### src/rtl/multi_channel_pulse_gen_if.sv
// Channel bundle for the pulse generator: raw inputs and enables in,
// one-cycle pulses, debounced levels and their OR out.
interface multi_channel_pulse_gen_if #(
  parameter int CHANNELS = 4
);
  logic [CHANNELS-1:0] signal;
  logic [CHANNELS-1:0] enable;
  logic [CHANNELS-1:0] pulse;
  logic [CHANNELS-1:0] level;
  logic                any_pulse;

  modport master (
    output signal, enable,
    input  pulse, level, any_pulse
  );

  modport slave (
    input  signal, enable,
    output pulse, level, any_pulse
  );
endinterface

### src/rtl/multi_channel_pulse_gen.sv
// Per-channel synchroniser, debouncer, edge detector and optional auto-repeat
// producing single-cycle registered pulses from asynchronous inputs.
module multi_channel_pulse_gen #(
  parameter int CHANNELS        = 4,
  parameter int DEBOUNCE_CYCLES = 16,
  parameter int EDGE_MODE       = 0,
  parameter int REPEAT_DELAY    = 0,
  parameter int REPEAT_PERIOD   = 1
) (
  input logic                      clock,
  input logic                      reset,
  multi_channel_pulse_gen_if.slave bus
);

  localparam int DB_W = (DEBOUNCE_CYCLES > 1) ? $clog2(DEBOUNCE_CYCLES) : 1;
  localparam int RMAX = (REPEAT_DELAY > REPEAT_PERIOD) ? REPEAT_DELAY : REPEAT_PERIOD;
  localparam int RC_W = ($clog2(RMAX + 1) > 0) ? $clog2(RMAX + 1) : 1;

  localparam logic [DB_W-1:0] DB_LAST = DB_W'(DEBOUNCE_CYCLES - 1);
  localparam logic [RC_W-1:0] RD_LAST = RC_W'((REPEAT_DELAY > 0) ? REPEAT_DELAY - 1 : 0);
  localparam logic [RC_W-1:0] RP_LAST = RC_W'((REPEAT_PERIOD > 0) ? REPEAT_PERIOD - 1 : 0);

  localparam bit REPEAT_ON = (REPEAT_DELAY > 0);
  localparam bit MODE_RISE = (EDGE_MODE == 0) || (EDGE_MODE == 2);
  localparam bit MODE_FALL = (EDGE_MODE == 1) || (EDGE_MODE == 2);

  typedef enum logic [1:0] {
    IDLE   = 2'd0,
    HOLD   = 2'd1,
    REPEAT = 2'd2
  } state_t;

  logic [CHANNELS-1:0] s1;
  logic [CHANNELS-1:0] s2;
  logic [CHANNELS-1:0] level_q;
  logic [CHANNELS-1:0] pulse_q;
  logic                any_q;
  logic [DB_W-1:0]     deb_cnt [CHANNELS];
  logic [RC_W-1:0]     rep_cnt [CHANNELS];
  state_t              state   [CHANNELS];

  logic [CHANNELS-1:0] deb_done;
  logic [CHANNELS-1:0] rise;
  logic [CHANNELS-1:0] fall;
  logic [CHANNELS-1:0] rep_fire;
  logic [CHANNELS-1:0] pulse_next;

  // Events of the coming edge: debounced level change and repeat expiry.
  // A falling level cancels any repeat pulse scheduled on the same edge.
  always_comb begin
    deb_done   = '0;
    rise       = '0;
    fall       = '0;
    rep_fire   = '0;
    pulse_next = '0;
    for (int i = 0; i < CHANNELS; i++) begin
      deb_done[i]   = (s2[i] != level_q[i]) && (deb_cnt[i] == DB_LAST);
      rise[i]       = deb_done[i] & s2[i];
      fall[i]       = deb_done[i] & ~s2[i];
      rep_fire[i]   = REPEAT_ON && !fall[i] &&
                      (((state[i] == HOLD)   && (rep_cnt[i] == RD_LAST)) ||
                       ((state[i] == REPEAT) && (rep_cnt[i] == RP_LAST)));
      pulse_next[i] = bus.enable[i] &
                      ((MODE_RISE & rise[i]) | (MODE_FALL & fall[i]) | rep_fire[i]);
    end
  end

  always_ff @(posedge clock or posedge reset) begin
    if (reset) begin
      s1      <= '0;
      s2      <= '0;
      level_q <= '0;
      pulse_q <= '0;
      any_q   <= 1'b0;
      for (int i = 0; i < CHANNELS; i++) begin
        deb_cnt[i] <= '0;
        rep_cnt[i] <= '0;
        state[i]   <= IDLE;
      end
    end else begin
      s1      <= bus.signal;
      s2      <= s1;
      pulse_q <= pulse_next;
      any_q   <= |pulse_next;
      for (int i = 0; i < CHANNELS; i++) begin
        if (s2[i] == level_q[i]) begin
          deb_cnt[i] <= '0;
        end else if (deb_done[i]) begin
          level_q[i] <= s2[i];
          deb_cnt[i] <= '0;
        end else begin
          deb_cnt[i] <= deb_cnt[i] + DB_W'(1);
        end

        if (REPEAT_ON) begin
          case (state[i])
            IDLE: begin
              if (rise[i]) begin
                state[i]   <= HOLD;
                rep_cnt[i] <= '0;
              end
            end
            HOLD: begin
              if (fall[i]) begin
                state[i]   <= IDLE;
                rep_cnt[i] <= '0;
              end else if (rep_cnt[i] == RD_LAST) begin
                state[i]   <= REPEAT;
                rep_cnt[i] <= '0;
              end else begin
                rep_cnt[i] <= rep_cnt[i] + RC_W'(1);
              end
            end
            REPEAT: begin
              if (fall[i]) begin
                state[i]   <= IDLE;
                rep_cnt[i] <= '0;
              end else if (rep_cnt[i] == RP_LAST) begin
                rep_cnt[i] <= '0;
              end else begin
                rep_cnt[i] <= rep_cnt[i] + RC_W'(1);
              end
            end
            default: begin
              state[i]   <= IDLE;
              rep_cnt[i] <= '0;
            end
          endcase
        end
      end
    end
  end

  assign bus.pulse     = pulse_q;
  assign bus.level     = level_q;
  assign bus.any_pulse = any_q;

endmodule

### src/flat_wrapper.sv
// flat-port wrapper written by rule: the top's interface ports become plain ports
module multi_channel_pulse_gen_flat 
#(
  parameter int CHANNELS        = 4,
  parameter int DEBOUNCE_CYCLES = 16,
  parameter int EDGE_MODE       = 0,
  parameter int REPEAT_DELAY    = 0,
  parameter int REPEAT_PERIOD   = 1
)
  (clock, reset, bus_signal, bus_enable, bus_pulse, bus_level, bus_any_pulse);
  multi_channel_pulse_gen_if #(.CHANNELS(CHANNELS)) bus_i ();
  input logic clock;
  input logic reset;
  input wire logic [$bits(bus_i.signal)-1:0] bus_signal;
  input wire logic [$bits(bus_i.enable)-1:0] bus_enable;
  output wire logic [$bits(bus_i.pulse)-1:0] bus_pulse;
  output wire logic [$bits(bus_i.level)-1:0] bus_level;
  output wire logic [$bits(bus_i.any_pulse)-1:0] bus_any_pulse;
  assign bus_i.signal = bus_signal;
  assign bus_i.enable = bus_enable;
  assign bus_pulse = bus_i.pulse;
  assign bus_level = bus_i.level;
  assign bus_any_pulse = bus_i.any_pulse;
  multi_channel_pulse_gen #(.CHANNELS(CHANNELS), .DEBOUNCE_CYCLES(DEBOUNCE_CYCLES), .EDGE_MODE(EDGE_MODE), .REPEAT_DELAY(REPEAT_DELAY), .REPEAT_PERIOD(REPEAT_PERIOD)) u_core (.clock(clock), .reset(reset), .bus(bus_i));
endmodule
### config.mk
export PLATFORM = sky130hd
export DESIGN_NAME = multi_channel_pulse_gen_flat
export DESIGN_NICKNAME = d
export VERILOG_FILES = /design/src/rtl/multi_channel_pulse_gen_if.sv /design/src/rtl/multi_channel_pulse_gen.sv /design/src/flat_wrapper.sv
export SDC_FILE = /design/constraint.sdc
export NUM_CORES = 1
export LEC_CHECK = 0
export CAP_MARGIN = 20
export CORE_MARGIN = 2
export CORE_UTILIZATION = 44
export DETAILED_ROUTE_END_ITERATION = 6
export GPL_ROUTABILITY_DRIVEN = 0
export HOLD_SLACK_MARGIN = 0.06
export PLACE_DENSITY_LB_ADDON = 0.08
export SYNTH_ARGS = -nofsm -noshare
export SYNTH_HDL_FRONTEND = slang
export SYNTH_SLANG_ARGS = --single-unit
### constraint.sdc
create_clock -name clock -period 1.7 [get_ports clock]
set_input_delay 0.34 -clock clock [delete_from_list [all_inputs] [get_ports clock]]
set_output_delay 0.34 -clock clock [all_outputs]
set_load 0.05 [all_outputs]
* Yosys cells after proc, flatten, opt, wreduce, memory -nomap -nowiden *
Index checks and enable logic that the tools add are counted.

word-level totals
  register bits = 33
  bits of input ports = 10
  word-level logic and storage cells = 57

cells by class
  equal/unequal tests = 12
  muxes and demuxes = 8
  bitwise gates (word level) = 12
  reduce and logical (&&, ||, !) cells = 9
  add/subtract/negate cells = 4

operator list
  operator                                      count
  2-to-1 mux 4 bit                              8
  adder 4 x 1 -> 4 bit (second input constant)  4
  == test 4 bit (second input constant)         4
  AND 1 bit                                     8
  AND reduction 2 bit                           4
  == test 1 bit                                 4
  logical AND 1 bit                             4
  != test 1 bit                                 4
  NOT 1 bit                                     4
  OR reduction 4 bit                            1

* Logic depth before layout (Yosys ltp) *
Gate-level depths: netlist of the first run.

  word-level depth = 5
  gate-level depth with buffers = 4
  mapped depth without buffers = 4

* Worst setup path before layout of the first run *
OpenSTA, ideal clock, no wires.

  kind = register to register
  start point = reg u_core.deb_cnt[4] (netlist bit)
  end point = reg u_core.any_q, in the netlist u_core.bus.any_pulse
  stages on the path, launching flop included = 5
  setup slack = 0.281 ns
  period minus slack after synthesis = 1.419 ns
  required time = 1.561 ns
  data arrival time = 1.280 ns
  setup time = 0.139 ns
  cells stage by stage = dfrtp_1 > ha_1 > nand3_2 > nor3_2 > or4_1

on the way
  longest elaborated chain between the ends = 5

RTL lines
  element                           RTL line                       source
  start: declaration                multi_channel_pulse_gen.sv:38  logic [DB_W-1:0] deb_cnt [CHANNELS];
  start signal: indexed assignment  multi_channel_pulse_gen.sv:92  deb_cnt[i] <= deb_cnt[i] + DB_W'(1);
  == test 4 bit                     multi_channel_pulse_gen.sv:57  deb_done[i] = (s2[i] != level_q[i]) && (deb_cnt[i] == DB_LAST);
  logical AND 1 bit                 multi_channel_pulse_gen.sv:57
  AND 1 bit                         multi_channel_pulse_gen.sv:58  rise[i] = deb_done[i] & s2[i];
  AND 1 bit                         multi_channel_pulse_gen.sv:63  pulse_next[i] = bus.enable[i] &
  via u_core.pulse_next[2]          multi_channel_pulse_gen.sv:46  logic [CHANNELS-1:0] pulse_next;
  OR reduction 4 bit                multi_channel_pulse_gen.sv:84  any_q <= |pulse_next;
  end signal: assignment            multi_channel_pulse_gen.sv:84
  end: declaration                  multi_channel_pulse_gen.sv:37  logic any_q;

The timed path passes the listed nets, and every way through them passes these cells.
A chain may end at the register's enable or synchronous reset.

* Worst setup path in the final report of the first run *
  start point = reg u_core.deb_cnt[12] (netlist bit)
  end point = reg u_core.any_q, in the netlist u_core.bus.any_pulse

Same word-level chain as after synthesis.

==> results of run 1 <==
## area by class of cell
| class | instances | area (um^2) | share of cell area |
|---|---|---|---|
| Clock buffer | 5 | 37.54 | 0.02483 |
| Clock inverter | 1 | 5.005 | 0.003311 |
| Inverter | 5 | 18.77 | 0.01242 |
| Multi-Input combinational cell | 56 | 420.4 | 0.2781 |
| Sequential cell | 33 | 825.8 | 0.5464 |
| Tap cell | 31 | 38.79 | 0.02566 |
| Timing Repair Buffer | 19 | 165.2 | 0.1093 |
## metrics by stage
step / setup WS (ps) / std cells / power (mW) / hold WS [ps]
floorplan: 281.2 / 94 / 0.9169 / 331.2
global placement: 169.4 / 144 / 0.9537 / 332.1
detailed placement: 146.1 / 144 / 0.9582 / 336.5
CTS: 164.8 / 150 / 1.345 / 350.3
global route: 105.8 / 150 / 1.407 / 348.5
finish: 172.3 / 150 / 1.319 / 349.5
## cells by family (layout without fill, tap and decap cells)
group	count (synthesis)	count (layout)
xor+xnor	8	8
buf+inv	5	30
flops	33	33
simple gates	28	28
mux	4	4
compound gates	12	12
fa+ha+maj	4	4
## worst register-to-register path, cell delays in order (launching register included)
cell	delay, ps
dfrtp_1	430
ha_1	250
nand3_1	160
nor3_1	90
or4_1	470
## metal layers
| layer | part of all wire | track usage | vias up |
|---|---|---|---|
| met1 | 0.42 | 0.1689 | 383 |
| met4 | 0.033 | 0.1229 | 0 |
| met2 | 0.48 | 0.2127 | 28 |
| li1 | - | - | 375 |
| met5 | 0 | 0 | - |
| met3 | 0.060 | 0.04911 | 7 |
## power groups by stage
stage	registers [mW]	clock network [mW]	logic, mW
CTS	0.847	0.401	0.0976
floorplan	0.855	0	0.0616
global placement	0.859	0	0.0945
global route	0.853	0.444	0.110
finish	0.846	0.378	0.0942
detailed placement	0.862	0	0.0961
## state kept, by name, indices dropped and copies added, names as in the netlist
name	cells
u_core.bus.level	4
u_core.s1	4
u_core.deb_cnt	16
u_core.bus.any_pulse	1
u_core.bus.pulse	4
u_core.s2	4
## cells in the final DEF, fill, tap and decap left out, types with 3 or more instances in the layout
| cell type | Yosys | routed |
|---|---|---|
| a21oi_1 | 8 | 8 |
| buf_4 | 0 | 10 |
| clkbuf_4 | 0 | 5 |
| clkdlybuf4s50_1 | 0 | 9 |
| dfrtp_1 | 33 | 33 |
| ha_1 | 4 | 4 |
| inv_1 | 5 | 5 |
| nand2_1 | 3 | 3 |
| nand4b_1 | 4 | 4 |
| nor2_1 | 4 | 4 |
| nor2b_1 | 4 | 4 |
| nor3b_1 | 3 | 3 |
| o21ai_0 | 4 | 4 |
| xnor2_1 | 8 | 8 |
## how the worst max path moves through the flow
stage	start	to	slack [ps]	depth (start not counted)
finish	u_core.deb_cnt[12]	u_core.bus.any_pulse	170	4
global route	u_core.deb_cnt[12]	u_core.bus.any_pulse	110	4
detailed placement	bus_enable[3]	u_core.bus.any_pulse	150	3
floorplan	u_core.deb_cnt[4]	u_core.bus.any_pulse	280	4
CTS	u_core.deb_cnt[12]	u_core.bus.any_pulse	160	4
global placement	bus_enable[3]	u_core.bus.any_pulse	170	3
==> metrics.md, run 1 <==
| Metric | Value |
|---|---|
| Syn nets | `108` |
| Tcrit/Tclk final | `0.8987` |
| Largest net degree at the start of global routing | `34` |
| WS Path Type | `flop to flop` |
| Internal | `around 1.0 mW` |
| Core area | `~2700 um^2` |
| Simple-gate share of the synthesized area | `0.1543` |
| Vias per cell | `roughly 5.3` |
| Routed len/inst | `~13 um` |
| Layout area overhead | `19.49%` |
| Clock Pin Slew Worst Setup and Hold Paths | `100 ps` |
| Critical path's slowest cell | `or4_1` |
| Ports | `19` |
| Seq/Total Area, Yosys | `0.6528` |
| CP bufs+invs | `0` |
| Critical-path cell list | `ha_1, nand3_1, nor3_1, or4_1` |
| Post-CTS Hold Buffers | `0` |
| Syn avg cell area | `approximately 13 um^2` |
| Hold Path Depth | `0` |
| Lkg Pwr | `0.6866 nW` |
| Reg2Reg Depth | `4` |
| Synth top cells by count | `33 x dfrtp_1, 8 x a21oi_1, 8 x xnor2_1, 5 x inv_1` |
| FMAX | `about 650 MHz` |
| Initial Util | `0.4627` |
| Hold Vio Cnt, Final | `0` |
| CTS tree | `yes` |
| Clock root cell | `clkbuf_4` |
| Mapped Area | `1265 um^2` |
| Share of cells above drive strength 1 | `0.1933` |
| Die height | `approximately 58 um` |
| H-tree Lvls | `2` |
| Fin util | `0.5529` |
| PortBufs | `18` |
| FF+latch count, synth | `33` |
| First-pass GRT wire length | `roughly 3400 um` |
| Post-Route WL | `1903 um` |
| Tmin final | `1528 ps` |
| Power Density | `between 800 and 900 nW/um^2` |
| Type of the most critical hold path | `flop to flop` |
| Library cells used by synthesis | `20` |
| Clock sinks | `33` |
| Worst-path fanout max | `4` |
| Sw Pwr | `307.0 uW` |
| Switch share | `0.2328` |
| FFs w/ async S/R, synth | `1.000` |
| Number of synthesized flops with an enable pin | `0` |
| Post-cts sizing count | `0` |
| Post-synthesis compound-gate area fraction | `0.04748` |
| Cell count after synthesis | `94` |
| Critical Path End Type | `flop` |
| Postcts setup bufs | `0` |
| Clock tree buffer depth | `2` |
| Worst Path Arrival | `between 1500 and 2000 ps` |
| DIE WIDTH | `between 50 and 60 um` |
| # fillers | `between 200 and 250` |
| VDD IR-drop max | `slightly above 0.6 mV` |
| Worst Min Path Start | `u_core.s1[0]` |
| Clk_lat worst skew | `between 300 and 400 ps` |
| DP Area | `~1500 um^2` |
| Worst EP required | `about 1900 ps` |
| # DRC | `0` |
| Combinational power share | `0.071` |
| Status | `finished, final reports clean` |
| Hold Path End | `u_core.s2[0]` |
| Setup TNS | `0 ps` |
| Slew HR | `0.7401` |
| Critical path startpoint category | `flop` |
| MaxCap Viol Count | `0` |
| Largest cells by area after synthesis | `dfrtp_1 65%, xnor2_1 5.5%, ha_1 4.0%, a21oi_1 3.2%, nand4b_1 2.8%` |
| Antenna violations before repair | `0` |
| Vias in the first global route | `817` |
| Gr ovfl total | `0` |
| Via count | `around 790` |
| Combinational family with the most area after synthesis | `simple AND/OR/NAND/NOR gates` |
| Count leader, synth | `dfrtp_1` |
| Design Area, Final | `1511 um^2` |
| Synthesis warning total | `0` |
| Synth Area in XOR/XNOR | `0.05539` |
| GRT Total Usage | `0.1445` |
| Synth Flop Type | `dfrtp_1` |
| Largest delay contributor family on the critical path | `simple AND/OR/NAND/NOR gates` |
| Layout Skew | `between 10 and 15 ps` |
| 1st-iter DRT viols | `23` |
| Antenna viol nets, final | `0` |
| Clock power frac | `0.287` |
| Rows | `19` |
| Max-slew violations | `0` |
| Die ar. | `3320 um^2` |
| RSZ-0062 raised after global routing | `false` |
| Mux cell area share after synthesis | `0.03561` |
| Synth Area in Adders | `0.03956` |
| Sequential group share of total power | `0.642` |
| Final Setup Violations | `0` |
| Largest area contributor in the netlist | `dfrtp_1` |
| CTS Buf Count | `5` |
| CP peak stage delay | `around 470 ps` |
| Worst reg2reg path endpoint | `u_core.bus.any_pulse` |
| Slew of the pin with the lowest slew margin | `389.8 ps` |
| DRT Pass-1 Iters | `4` |
| Reg-to-reg setup timing slack | `~170 ps` |
| Ant diodes | `0` |
| Synth top area share | `0.6528` |
| NumNets Final | `~130` |
| Worst r2r src | `u_core.deb_cnt[12]` |
(Power assumes the default switching activity.)
==> inputs of run 2 (changes only) <==
--- a/config.mk
+++ b/config.mk
@@ -10,8 +10,10 @@
 export CORE_UTILIZATION = 44
 export DETAILED_ROUTE_END_ITERATION = 6
 export GPL_ROUTABILITY_DRIVEN = 0
+export GPL_TIMING_DRIVEN = 0
 export HOLD_SLACK_MARGIN = 0.06
 export PLACE_DENSITY_LB_ADDON = 0.08
+export SETUP_SLACK_MARGIN = 0.1
 export SYNTH_ARGS = -nofsm -noshare
 export SYNTH_HDL_FRONTEND = slang
 export SYNTH_SLANG_ARGS = --single-unit
==> run 2 against run 1 <==
  * Cell area is 3.1% higher
  * Global-route usage is 0.43 points higher
  * Largest power group unchanged
  * Register-to-register slack better by 40 ps
  * Clock power is 12% higher
  * Sequential share of layout area is 1.7 points lower
  * Hold slack worse by 45 ps
  * Wire length is 0.95% higher
  * Critical path type is now flop to primary output
==> metrics.md, run 2 (synthesized netlist as in run 1, its figures left out) <==
| Metric | Value |
|---|---|
| Postcts setup bufs | `0` |
| # DRC | `0` |
| Critical Path End Type | `primary output` |
| Post-CTS Hold Buffers | `0` |
| Slew of the pin with the lowest slew margin | `495.8 ps` |
| Largest delay contributor family on the critical path | `buffers and inverters` |
| Core area | `2734 um^2` |
| NumNets Final | `roughly 130` |
| PortBufs | `18` |
| Worst Path Arrival | `approximately 1200 ps` |
| Slew HR | `0.6708` |
| Antenna violations before repair | `0` |
| Largest register FFs | `16` |
| Layout area overhead | `23.24%` |
| Switch share | `0.2207` |
| Final Setup Violations | `0` |
| Critical path's slowest cell | `dlygate4sd2_1` |
| RSZ-0062 raised after global routing | `false` |
| Critical path startpoint category | `flop` |
| Vias in the first global route | `around 840` |
| Ant diodes | `0` |
| Clock power frac | `0.310` |
| Vias per cell | `roughly 5.1` |
| Internal | `1.068 mW` |
| Status | `finished, final reports clean` |
| Post-Route WL | `~1900 um` |
| CP peak stage delay | `530 ps` |
| DIE WIDTH | `approximately 58 um` |
| Share of cells above drive strength 1 | `0.1500` |
| Worst-path fanout max | `1` |
| GRT Total Usage | `0.1488` |
| CTS Buf Count | `5` |
| Tmin final | `around 1500 ps` |
| Lkg Pwr | `0.7069 nW` |
| Hold Vio Cnt, Final | `0` |
| Largest net degree at the start of global routing | `26` |
| Type of the most critical hold path | `input port to asynchronous set/reset pin` |
| # fillers | `between 200 and 250` |
| Fin util | `0.5703` |
| Critical-path cell list | `dlygate4sd2_1` |
| Setup WS post-layout | `between 150 and 200 ps` |
| Clock Pin Slew Worst Setup and Hold Paths | `90 ps` |
| Clk_lat worst skew | `310 ps` |
| Max-slew violations | `0` |
| Ports | `19` |
| Clock tree buffer depth | `2` |
| Rows | `19` |
| Die height | `between 50 and 60 um` |
| 1st-iter DRT viols | `53` |
| Post-layout power | `1.371 mW` |
| Combinational power share | `0.073` |
| Die ar. | `around 3300 um^2` |
| Largest reg by FF count | `u_core.deb_cnt` |
| Layout Skew | `approximately 5.9 ps` |
| H-tree Lvls | `2` |
| CTS tree | `yes` |
| CP bufs+invs | `1` |
| Most frequent cells in the layout | `33 x dfrtp_1, 9 x clkdlybuf4s50_1, 8 x xnor2_1, 8 x a21oi_1` |
| DRT Pass-1 Iters | `4` |
| VDD IR-drop max | `slightly above 0.6 mV` |
| Clock sinks | `33` |
| Routed len/inst | `around 13 um` |
| Leading cell type in the layout, fill and taps excluded | `dfrtp_1` |
| Via count | `~780` |
| Sequential group share of total power | `0.617` |
| Place WS | `roughly 140 ps` |
| Clock root cell | `clkbuf_4` |
| Antenna viol nets, final | `0` |
| Sw Pwr | `approximately 300 uW` |
| Post-DP HPWL | `~1400 um` |
| MaxCap Viol Count | `0` |
| Power Density | `approximately 900 nW/um^2` |
| FMAX | `roughly 660 MHz` |
| Tcrit/Tclk final | `0.8933` |
| First-pass GRT wire length | `around 3600 um` |
| Worst EP required | `between 1000 and 1500 ps` |
| Gr ovfl total | `0` |
| WS Path Type | `flop to primary output` |
| Initial Util | `0.4627` |
==> run 2: cell types whose count changed in the layout (fill, tap and decap cells not counted), sizes merged <==
cell	change
buf	-9
clkbuf	+3
clkdlybuf4s15	+3
clkinv	-1
dlygate4sd2	+5
==> run 2: metal layers <==
layer / vias up / share of wire / track usage
li1: 373 / - / -
met1: 382 / 0.43 / 0.1943
met2: 17 / 0.50 / 0.2094
met3: 4 / 0.054 / 0.05134
met4: 0 / 0.018 / 0.09967
met5: - / 0 / 0
==> run 2: path summary, 6_finish.rpt <==
| path | startpoint | to | slack, ps | cells past startpoint |
|---|---|---|---|---|
| min in group clock | u_core.s1[1] | u_core.s2[1] | 360 | 0 |
| max | u_core.bus.pulse[1] | bus_pulse[1] | 180 | 1 |
| min reg2reg | u_core.s1[1] | u_core.s2[1] | 360 | 0 |
| min | reset | u_core.deb_cnt[12] | 300 | 2 |
| max reg2reg | u_core.deb_cnt[12] | u_core.bus.any_pulse | 210 | 4 |
| max in group asynchronous | reset | u_core.deb_cnt[5] | 940 | 3 |
==> run 2: cell type report <==
| cell class | instances | area, um^2 | area share |
|---|---|---|---|
| clock buffers | 7 | 55.05 | 0.03531 |
| well taps | 31 | 38.79 | 0.02488 |
| repair buffers | 19 | 200.2 | 0.1284 |
| inverters | 5 | 18.77 | 0.01204 |
| multi-input cells | 56 | 420.4 | 0.2697 |
| flip-flops and latches | 33 | 825.8 | 0.5297 |
==> run 2: what timing repair did <==
| action | CTS | global route |
|---|---|---|
| cloned | 0 | 0 |
| gates resized for setup | 15 | 2 |
| endpoints found under the setup margin | 9 | 1 |
==> run 2: per-stage QoR <==
stage / setup TNS [ps] / area [um^2] / hold WS [ps] / cells
5_1_grt: 0 / 1559 / 326.5 / 151
3_5_place_dp: 0 / 1511 / 334.7 / 144
4_1_cts: 0 / 1563 / 299.6 / 151
3_3_place_gp: -2725 / 1484 / 332.0 / 143
6_report: 0 / 1559 / 304.8 / 151
2_1_floorplan: 0 / 1265 / 331.2 / 94
==> run 2: worst reg2reg max path: stages, from the launching register on <==
cell	delay, ps
dfrtp_1	420
ha_1	250
nand3_1	150
nor3_1	80
or4_1	460
==> run 2: power groups by stage <==
stage                     Clock, mW  Sequential [mW]  Combinational, mW
after floorplan                   0            0.855             0.0616
after global placement            0            0.859             0.0923
after detailed placement          0            0.861              0.103
after CTS                     0.450            0.846              0.104
after global routing          0.489            0.853              0.118
final                         0.425            0.845              0.100
==> inputs of run 3 (changes only) <==
--- a/config.mk
+++ b/config.mk
@@ -7,7 +7,7 @@
 export LEC_CHECK = 0
 export CAP_MARGIN = 20
 export CORE_MARGIN = 2
-export CORE_UTILIZATION = 44
+export CORE_UTILIZATION = 35
 export DETAILED_ROUTE_END_ITERATION = 6
 export GPL_ROUTABILITY_DRIVEN = 0
 export GPL_TIMING_DRIVEN = 0
==> run 3 against run 2 <==
  * Cell area is 1.5% higher
  * Power is 1.7% higher
  * Critical endpoint is now bus_pulse[0]
  * Combinational power about the same
==> metrics.md, run 3 (synthesized netlist as in run 1, its figures left out) <==
| Metric | Value |
|---|---|
| Final Non-Filler Cells | `roughly 170` |
| Tcrit/Tclk final | `0.9033` |
| Post-layout power | `1.394 mW` |
| Critical Path Stages | `1` |
| # DRC | `0` |
| RSZ-0062 raised after global routing | `false` |
| Die height | `64.12 um` |
| Layout Skew | `4.296 ps` |
| Critical path startpoint category | `flop` |
| Type of the most critical hold path | `input port to asynchronous set/reset pin` |
| Worst Path Arrival | `1200 ps` |
| Gr ovfl total | `0` |
| DRT Pass-1 Iters | `3` |
| Die ar. | `4111 um^2` |
| Final Setup Violations | `0` |
| MaxCap Viol Count | `0` |
| Largest reg by FF count | `u_core.deb_cnt` |
| Power Density | `about 880 nW/um^2` |
| # fillers | `roughly 330` |
| DIE WIDTH | `between 60 and 70 um` |
| Largest register FFs | `16` |
| WS Path Type | `flop to primary output` |
| DP Cell Count | `about 160` |
| CTS tree | `yes` |
| Leading cell type in the layout, fill and taps excluded | `dfrtp_1` |
| GRT Total Usage | `0.1170` |
| Clock sinks | `33` |
| Tmin final | `between 1500 and 2000 ps` |
| Slew of the pin with the lowest slew margin | `about 570 ps` |
| Ports | `19` |
| Routed len/inst | `between 10 and 15 um` |
| Post-Route WL | `between 2000 and 2500 um` |
| Via count | `about 800` |
| NumNets Final | `134` |
| Hold Vio Cnt, Final | `0` |
| Clock tree buffer depth | `2` |
| Post-CTS Hold Buffers | `0` |
| Critical Path End Type | `primary output` |
| Vias in the first global route | `approximately 800` |
| Clk_lat worst skew | `between 300 and 400 ps` |
| H-tree Lvls | `2` |
| Rows | `21` |
| CP bufs+invs | `1` |
| Most frequent cells in the layout | `33 x dfrtp_1, 9 x clkdlybuf4s50_1, 8 x xnor2_1, 8 x a21oi_1` |
| Reg2Reg Depth | `4` |
| Clock root cell | `clkbuf_4` |
| Slew HR | `0.6191` |
| Critical path's slowest cell | `dlygate4sd2_1` |
| Max-slew violations | `0` |
| CP peak stage delay | `520 ps` |
| Worst-path fanout max | `1` |
| First-pass GRT wire length | `3436 um` |
| Largest net degree at the start of global routing | `22` |
| PortBufs | `18` |
| Ant diodes | `0` |
| Post-DP HPWL | `around 1500 um` |
| CTS Buf Count | `5` |
| Initial Util | `0.3703` |
| Worst EP required | `roughly 1400 ps` |
| Largest delay contributor family on the critical path | `buffers and inverters` |
| 1st-iter DRT viols | `20` |
| Antenna violations before repair | `0` |
| Antenna viol nets, final | `0` |
| Vias per cell | `approximately 4.7` |
| Status | `finished, final reports clean` |
| VDD IR-drop max | `0.4073 mV` |
| Lkg Pwr | `a little under 0.7 nW` |
| FMAX | `about 650 MHz` |
| Core area | `approximately 3400 um^2` |
| Clock Pin Slew Worst Setup and Hold Paths | `approximately 90 ps` |
| Critical-path cell list | `dlygate4sd2_1` |
| Layout area overhead | `25.12%` |
| Share of cells above drive strength 1 | `0.1500` |
[run 3: layout make-up]
class                      instances  area [um^2]  share of cell area
timing repair buffer              19        205.2              0.1296
inverter                           5        18.77             0.01186
clock buffer                       7        55.05             0.03478
sequential                        33        825.8              0.5217
tap                               46        57.56             0.03636
multi-input combinational         56        420.4              0.2656
[run 3: final timing paths]
| kind | from | endpoint | slack [ps] |
|---|---|---|---|
| max | u_core.bus.pulse[0] | bus_pulse[0] | 160 |
| min | reset | u_core.s1[3] | 350 |
| max reg2reg | u_core.deb_cnt[4] | u_core.bus.any_pulse | 210 |
| min reg2reg | u_core.s1[2] | u_core.s2[2] | 360 |
| max in group asynchronous | reset | u_core.deb_cnt[14] | 860 |
| min in group clock | u_core.s1[2] | u_core.s2[2] | 360 |
[run 3: worst register-to-register path: cells and delay by family (launching register included)]
family	cells	cell delay, ps
and+or+nand+nor	3	670
DFF	1	440
adders and majority gates	1	260
[run 3: routing by layer]
layer  part of all wire  global-route usage  up-vias
met4              0.032             0.07979        0
li1                   -                   -      378
met2               0.47              0.1745       16
met3              0.049             0.05282        8
met5                  0                   0        -
met1               0.44              0.1339      377
[run 3: repair_timing]
| item | in CTS | in global routing |
|---|---|---|
| setup endpoints to repair | 9 | 5 |
| setup buffers | 0 | 0 |
| gates cloned | 0 | 0 |
| gates resized for setup | 15 | 6 |
[run 3: stage by stage]
step | util | hold slack (ps) | cell area [um^2] | TNS [ps] | setup slack (ps)
final | 0.4634 | 347.8 | 1583 | 0 | 164.4
after global routing | 0.4634 | 368.1 | 1583 | 0 | 110.8
after floorplan | - | 331.2 | 1265 | 0 | 281.2
after detailed placement | 0.4480 | 337.9 | 1530 | 0 | 121.8
after CTS | 0.4630 | 360.1 | 1582 | 0 | 22.48
after global placement | 0.4399 | 333.5 | 1503 | -4695 | -143.1
[run 3: report_power, final]
part           total [mW]  internal (mW)  switching, mW
Clock               0.448          0.195          0.253
Combinational       0.101         0.0562         0.0447
Sequential          0.845          0.817         0.0284
